### src/rtl/bist_pkg.sv
// Shared types and default polynomials for the BIST engine.
package bist_pkg;

   typedef enum logic [2:0] {
      ST_IDLE,
      ST_SEED,
      ST_RUN,
      ST_FLUSH,
      ST_COMPARE,
      ST_DONE
   } state_t;

   localparam logic [7:0] DEF_LFSR_POLY = 8'hB8;
   localparam logic [3:0] DEF_MISR_POLY = 4'h9;

endpackage

### src/rtl/bist_misr.sv
// Multiple-input signature register: folds a wide CUT response down to SIG_W bits
// and shifts it into a feedback register whenever capture is high.
module bist_misr
   import bist_pkg::*;
#(
   parameter int               SIG_W  = 4,
   parameter int               RESP_W = 8,
   parameter logic [SIG_W-1:0] POLY   = SIG_W'(DEF_MISR_POLY)
) (
   input  logic              clk,
   input  logic              rst,
   input  logic              clear,
   input  logic              capture,
   input  logic [RESP_W-1:0] cut_resp,
   output logic [SIG_W-1:0]  misr
);

   localparam int N_SLICE = RESP_W / SIG_W;

   logic [SIG_W-1:0] misr_q;
   logic [SIG_W-1:0] misr_d;
   logic [SIG_W-1:0] fold;

   always_comb begin
      fold = '0;
      for (int i = 0; i < N_SLICE; i++) begin
         fold = fold ^ cut_resp[i*SIG_W +: SIG_W];
      end
   end

   always_comb begin
      misr_d = misr_q;
      if (clear) begin
         misr_d = '0;
      end else if (capture) begin
         misr_d = {misr_q[SIG_W-2:0], ^(misr_q & POLY)} ^ fold;
      end
   end

   always_ff @(posedge clk or negedge rst) begin
      if (!rst) begin
         misr_q <= '0;
      end else begin
         misr_q <= misr_d;
      end
   end

   assign misr = misr_q;

endmodule

### src/rtl/bist_engine.sv
// Self-test engine: LFSR pattern source, MISR response compactor and run control.
//
//   state      | meaning
//   -----------+----------------------------------------------------------
//   ST_IDLE    | waiting for start, nothing valid
//   ST_SEED    | one cycle after launch, LFSR/MISR freshly loaded
//   ST_RUN     | NUM_PATTERNS cycles of valid pattern, LFSR advances
//   ST_FLUSH   | CUT_LAT cycles draining in-flight responses, pattern held
//   ST_COMPARE | latch signature and pass against golden_sig
//   ST_DONE    | result held, start relaunches
module bist_engine
   import bist_pkg::*;
#(
   parameter int               TPG_W        = 8,
   parameter logic [TPG_W-1:0] LFSR_POLY    = TPG_W'(DEF_LFSR_POLY),
   parameter logic [TPG_W-1:0] SEED         = TPG_W'(1),
   parameter int               RESP_W       = 8,
   parameter int               SIG_W        = 4,
   parameter logic [SIG_W-1:0] MISR_POLY    = SIG_W'(DEF_MISR_POLY),
   parameter int               NUM_PATTERNS = 16,
   parameter int               CUT_LAT      = 0
) (
   input  logic              clk,
   input  logic              rst,
   input  logic              start,
   input  logic              abort,
   input  logic [SIG_W-1:0]  golden_sig,
   output logic [TPG_W-1:0]  pattern,
   input  logic [RESP_W-1:0] cut_resp,
   output logic              busy,
   output logic              done,
   output logic              pass,
   output logic [SIG_W-1:0]  signature
);

   localparam int CNT_W = $clog2(NUM_PATTERNS + 1);
   localparam int FL_W  = (CUT_LAT > 1) ? $clog2(CUT_LAT) : 1;
   localparam logic [CNT_W-1:0] LAST_PAT = CNT_W'(NUM_PATTERNS - 1);
   localparam logic [FL_W-1:0]  FL_LOAD  = FL_W'((CUT_LAT > 0) ? CUT_LAT - 1 : 0);

   state_t           state_q, state_d;
   logic [TPG_W-1:0] lfsr_q, lfsr_d;
   logic [CNT_W-1:0] pat_cnt_q, pat_cnt_d;
   logic [FL_W-1:0]  fl_cnt_q, fl_cnt_d;
   logic             pass_q, pass_d;
   logic             done_q, done_d;
   logic [SIG_W-1:0] sig_q, sig_d;
   logic [SIG_W-1:0] misr;

   logic busy_c;
   logic issue;
   logic capture;
   logic launch;
   logic kill;

   always_ff @(posedge clk or negedge rst) begin
      if (!rst) begin
         state_q <= ST_IDLE;
      end else begin
         state_q <= state_d;
      end
   end

   always_comb begin
      state_d = state_q;
      if (kill) begin
         state_d = ST_IDLE;
      end else begin
         case (state_q)
            ST_IDLE, ST_DONE: if (start) state_d = ST_SEED;
            ST_SEED:          state_d = ST_RUN;
            ST_RUN: begin
               if (pat_cnt_q == LAST_PAT) begin
                  state_d = (CUT_LAT > 0) ? ST_FLUSH : ST_COMPARE;
               end
            end
            ST_FLUSH:         if (fl_cnt_q == '0) state_d = ST_COMPARE;
            ST_COMPARE:       state_d = ST_DONE;
            default:          state_d = ST_IDLE;
         endcase
      end
   end

   always_comb begin
      busy_c = (state_q == ST_SEED) || (state_q == ST_RUN) ||
               (state_q == ST_FLUSH) || (state_q == ST_COMPARE);
      issue  = (state_q == ST_RUN);
      launch = start && ((state_q == ST_IDLE) || (state_q == ST_DONE));
      kill   = abort && busy_c;
   end

   // Abort outranks everything; a launch reloads the generator and clears the old result.
   always_comb begin
      lfsr_d    = lfsr_q;
      pat_cnt_d = pat_cnt_q;
      fl_cnt_d  = fl_cnt_q;
      pass_d    = pass_q;
      sig_d     = sig_q;
      done_d    = 1'b0;
      if (kill) begin
         pass_d = 1'b0;
      end else if (launch) begin
         lfsr_d    = SEED;
         pat_cnt_d = '0;
         pass_d    = 1'b0;
         sig_d     = '0;
      end else begin
         case (state_q)
            ST_RUN: begin
               lfsr_d    = {lfsr_q[TPG_W-2:0], ^(lfsr_q & LFSR_POLY)};
               pat_cnt_d = pat_cnt_q + 1'b1;
               fl_cnt_d  = FL_LOAD;
            end
            ST_FLUSH: begin
               if (fl_cnt_q != '0) fl_cnt_d = fl_cnt_q - 1'b1;
            end
            ST_COMPARE: begin
               sig_d  = misr;
               pass_d = (misr == golden_sig);
               done_d = 1'b1;
            end
            default: ;
         endcase
      end
   end

   always_ff @(posedge clk or negedge rst) begin
      if (!rst) begin
         lfsr_q    <= SEED;
         pat_cnt_q <= '0;
         fl_cnt_q  <= '0;
         pass_q    <= 1'b0;
         done_q    <= 1'b0;
         sig_q     <= '0;
      end else begin
         lfsr_q    <= lfsr_d;
         pat_cnt_q <= pat_cnt_d;
         fl_cnt_q  <= fl_cnt_d;
         pass_q    <= pass_d;
         done_q    <= done_d;
         sig_q     <= sig_d;
      end
   end

   // Capture is the issue strobe delayed by the CUT pipeline depth.
   generate
      if (CUT_LAT == 0) begin : g_comb_cut
         assign capture = issue;
      end else begin : g_pipe_cut
         logic [CUT_LAT-1:0] pipe_q, pipe_d;

         always_comb begin
            pipe_d = kill ? '0 : ((pipe_q << 1) | CUT_LAT'(issue));
         end

         always_ff @(posedge clk or negedge rst) begin
            if (!rst) begin
               pipe_q <= '0;
            end else begin
               pipe_q <= pipe_d;
            end
         end

         assign capture = pipe_q[CUT_LAT-1];
      end
   endgenerate

   bist_misr #(
      .SIG_W  (SIG_W),
      .RESP_W (RESP_W),
      .POLY   (MISR_POLY)
   ) u_misr (
      .clk      (clk),
      .rst      (rst),
      .clear    (launch && !kill),
      .capture  (capture),
      .cut_resp (cut_resp),
      .misr     (misr)
   );

   assign pattern   = lfsr_q;
   assign busy      = busy_c;
   assign done      = done_q;
   assign pass      = pass_q;
   assign signature = sig_q;

endmodule
### config.mk
export PLATFORM = sky130hd
export DESIGN_NAME = bist_engine
export DESIGN_NICKNAME = d
export VERILOG_FILES = /design/src/rtl/bist_pkg.sv /design/src/rtl/bist_misr.sv /design/src/rtl/bist_engine.sv
export SDC_FILE = /design/constraint.sdc
export NUM_CORES = 1
export LEC_CHECK = 0
export ABC_AREA = 1
export CAP_MARGIN = 20
export CORE_MARGIN = 10
export CORE_UTILIZATION = 44
export DETAILED_ROUTE_END_ITERATION = 12
export PLACE_DENSITY = 0.71
export SYNTH_ARGS = -nofsm -noshare
export SYNTH_HDL_FRONTEND = slang
export SYNTH_SLANG_ARGS = --single-unit
### constraint.sdc
create_clock -name clk -period 1.21 [get_ports clk]
set_input_delay 0.3025 -clock clk [delete_from_list [all_inputs] [get_ports clk]]
set_output_delay 0.3025 -clock clk [all_outputs]
set_load 0.03 [all_outputs]
==> impl_metrics.py <==
metrics = {
    "cts": {
        "numClockSinks": 26,
        "clock_path_buffers": 2,
        "htree_levels": 1,
        "cts_buffers": 3,
        "cts_root_buf": "clkbuf_4",
        "postCtsHoldBufs": 0,
        "cts_tree": "done",
        "clk_pin_slew_ns": 0.14,
        "clk_latency_ns": 0.33,
    },
    "cells_and_area": {
        "regArea_um2": 656,
        "nets": 241,
        "drive_gt1_share_pct": 41.4,
        "nFillCells": 200,
        "areaGrowthSynthToFinish_pct": 62.2,
        "final_area_um2": 2220,
        "n_antenna_cell": 0,
        "fin_util_pct": 73.4,
        "multiInputGateArea_um2": 769,
    },
    "worst_setup_path": {
        "end_kind": "output pin",
        "crit_type": "register to output pin",
        "cp_max_fo": 4,
        "r2r-start": "state_q[2]",
        "reg2regPathDepth": 7,
        "start_kind": "register",
        "cp.arrival_ns": 1.20,
        "rr_endpoint": "pattern[3]",
        "rrSetupSlack_ns": -0.20,
        "critPathRequiredTime_ns": 0.91,
    },
    "power_and_ir_drop": {
        "p_leak_nw": 1.07,
        "total_power_mw": 4.28,
        "vdd_drop_max_v": 0.00100,
        "p_per_area_nw_per_um2": 1930,
    },
    "timing": {
        "maxSlewHeadroom_pct": 83.8,
        "fin_skew_ns": 0.00262,
        "hold_slack_ns": 0.261,
        "timing_hold_violations_final": 0,
        "setup_violations": 28,
        "min_period_over_period_pct": 124,
        "fmax_mhz": 666,
        "finalCriticalPeriod_ns": 1.50,
        "fin_ws_ns": -0.292,
        "rsz0062_at_grt": "true",
        "worst_pin_slew_ns": 0.243,
        "drv_slew": 0,
    },
    "yosys": {
        "synth_top_area_share_pct": 45.7,
        "synth_async_sr_flop_share_pct": 100,
        "synthCells": 157,
        "synth_edf_count": 0,
        "synth.top_cells.by_area": "dfrtp_1 46%, nand2_1 12%, xnor2_1 6.4%",
        "yosysTopAreaCell": "dfrtp_1",
        "synth_flop_cell": "dfrtp_1",
        "ys.warnings.count": 0,
        "ys_seq_elements": 26,
        "avgSynthCellArea_um2": 8.73,
        "synth_nets": 175,
        "synth.distinct_cells": 24,
        "ys_seq_area_share_pct": 47.6,
        "synth_area_um2": 1370,
    },
    "route": {
        "wirelength_mm": 3.84,
        "drt_pre_antenna_iters": 4,
        "viasPerCell": 4.97,
        "vias": 1321,
        "first_iter_violations": 61,
        "drc_errors": 0,
        "wire_per_inst_um": 14.5,
        "drtAntennaViolNets": 0,
    },
    "place": {
        "place_area_um2": 1810,
        "dp_hpwl_mm": 2.51,
        "io_buffers": 30,
        "pre_cts_slack_ns": -0.307,
        "gp_congestion": 0.777,
    },
    "floorplan": {
        "fp.dieW_um": 75.8,
        "die_area_um2": 5750,
        "die_height_um": 75.8,
        "core_um2": 3030,
        "io_pins": 31,
        "start_util_pct": 45.2,
        "num_rows": 20,
    },
    "global_route": {
        "antenna_found_initial": 0,
        "grt_pass1_vias": 1340,
        "gr-usage-all-layers_pct": 13.8,
        "grt_pass1_wl_mm": 6.08,
        "overflow": 0,
        "grt_start_max_net_pins": 18,
    },
    "outcome": {
        "violations": "negative setup slack",
        "status": "complete, but fails checks",
    },
    "min_path": {
        "hold_path.class": "input pin to asynchronous set/reset pin",
    },
    "run": {
        "drv_cap": 0,
    },
}
[worst max-delay path, stage by stage, from the launching register on]
cell	delay, ns
dfrtp_2	0.48
inv_2	0.10
nand3_4	0.09
nand2_4	0.08
buf_6	0.12
[worst max path at each step]
| stage | to | startpoint | cells past startpoint |
|---|---|---|---|
| 3_3_place_gp | u_misr.misr[3] | start | 7 |
| 5_1_grt | busy | state_q[0] | 4 |
| 4_1_cts | busy | state_q[0] | 3 |
| 2_1_floorplan | state_q[0] | pat_cnt_q[0] | 9 |
| 3_5_place_dp | pat_cnt_q[3] | abort | 5 |
| 6_report | busy | state_q[0] | 4 |
[power breakdown]
group | total, mW | internal (mW) | leakage [nW] | switching, mW
logic | 2.49 | 1.17 | 0.700 | 1.32
clock network | 0.457 | 0.185 | 0.0210 | 0.272
registers | 1.33 | 1.09 | 0.348 | 0.240
total | 4.28 | 2.44 | 1.07 | 1.84
[cells in the mapped netlist, types with 2 or more instances]
master / instances
nand2_1: 42
dfrtp_1: 25
inv_1: 22
nand3_1: 10
xnor2_1: 10
o22ai_1: 7
nand4_1: 6
nor2_1: 5
inv_2: 4
nand2_2: 4
o21ai_0: 4
xor2_1: 3
a21oi_1: 2
buf_6: 2
ha_1: 2
[cells by family (layout without fill, tap and decap cells)]
kind of cell,after synthesis,after routing,synth area share [%]
AOI/OAI and AO/OA,16,16,7.21
xor gates and xnor gates,13,13,8.31
and+or+nand+nor,72,73,26.3
buffers and inverters,28,92,8.77
adders and majority gates,2,2,1.83
DFF,26,26,47.6
[cell type report]
type / instances / area share [%]
Clock buffer: 4 / 1.63
Timing Repair Buffer: 62 / 27.1
Tap cell: 44 / 2.48
Inverter: 26 / 4.62
Multi-Input combinational cell: 104 / 34.6
Sequential cell: 26 / 29.5
[cell usage in the layout, fill, tap and decap left out, types with 4 or more instances in the layout]
cell	n
buf_4	25
buf_6	20
clkdlybuf4s50_1	15
dfrtp_1	22
inv_1	19
inv_2	6
nand2_1	37
nand2_4	6
nand3_1	7
nand4_1	6
nor2_1	4
o22ai_2	8
xnor2_1	10
[registers in the layout, indices dropped and copies added, names as in the netlist]
name and cells:
pat_cnt_q 5, done 1, pattern 8, pass 1, u_misr.misr 4, state_q 3
signature 4
[per-stage QoR]
| step | setup TNS (ns) | std cells |
|---|---|---|
| final | -3.71 | 266 |
| after global routing | -5.41 | 266 |
| after CTS | -2.48 | 261 |
| after detailed placement | -6.40 | 245 |
| after global placement | -5.67 | 245 |
| after floorplan | 0 | 157 |
[layer usage]
metal	vias to the layer above	wire length [µm]	global-route usage, %
met4	0	136	8.66
met3	12	111	1.82
met5	-	0	0
li1	634	-	-
met2	30	2060	25.5
met1	645	1530	14.5
[timing repair]
action / in CTS / in global routing
cloned: 1 / 0
setup buffers: 11 / 5
setup endpoints to repair: 38 / 39
gates resized for setup: 50 / 11
pin swaps: 8 / 6
Power figures use the tool's default switching activity.
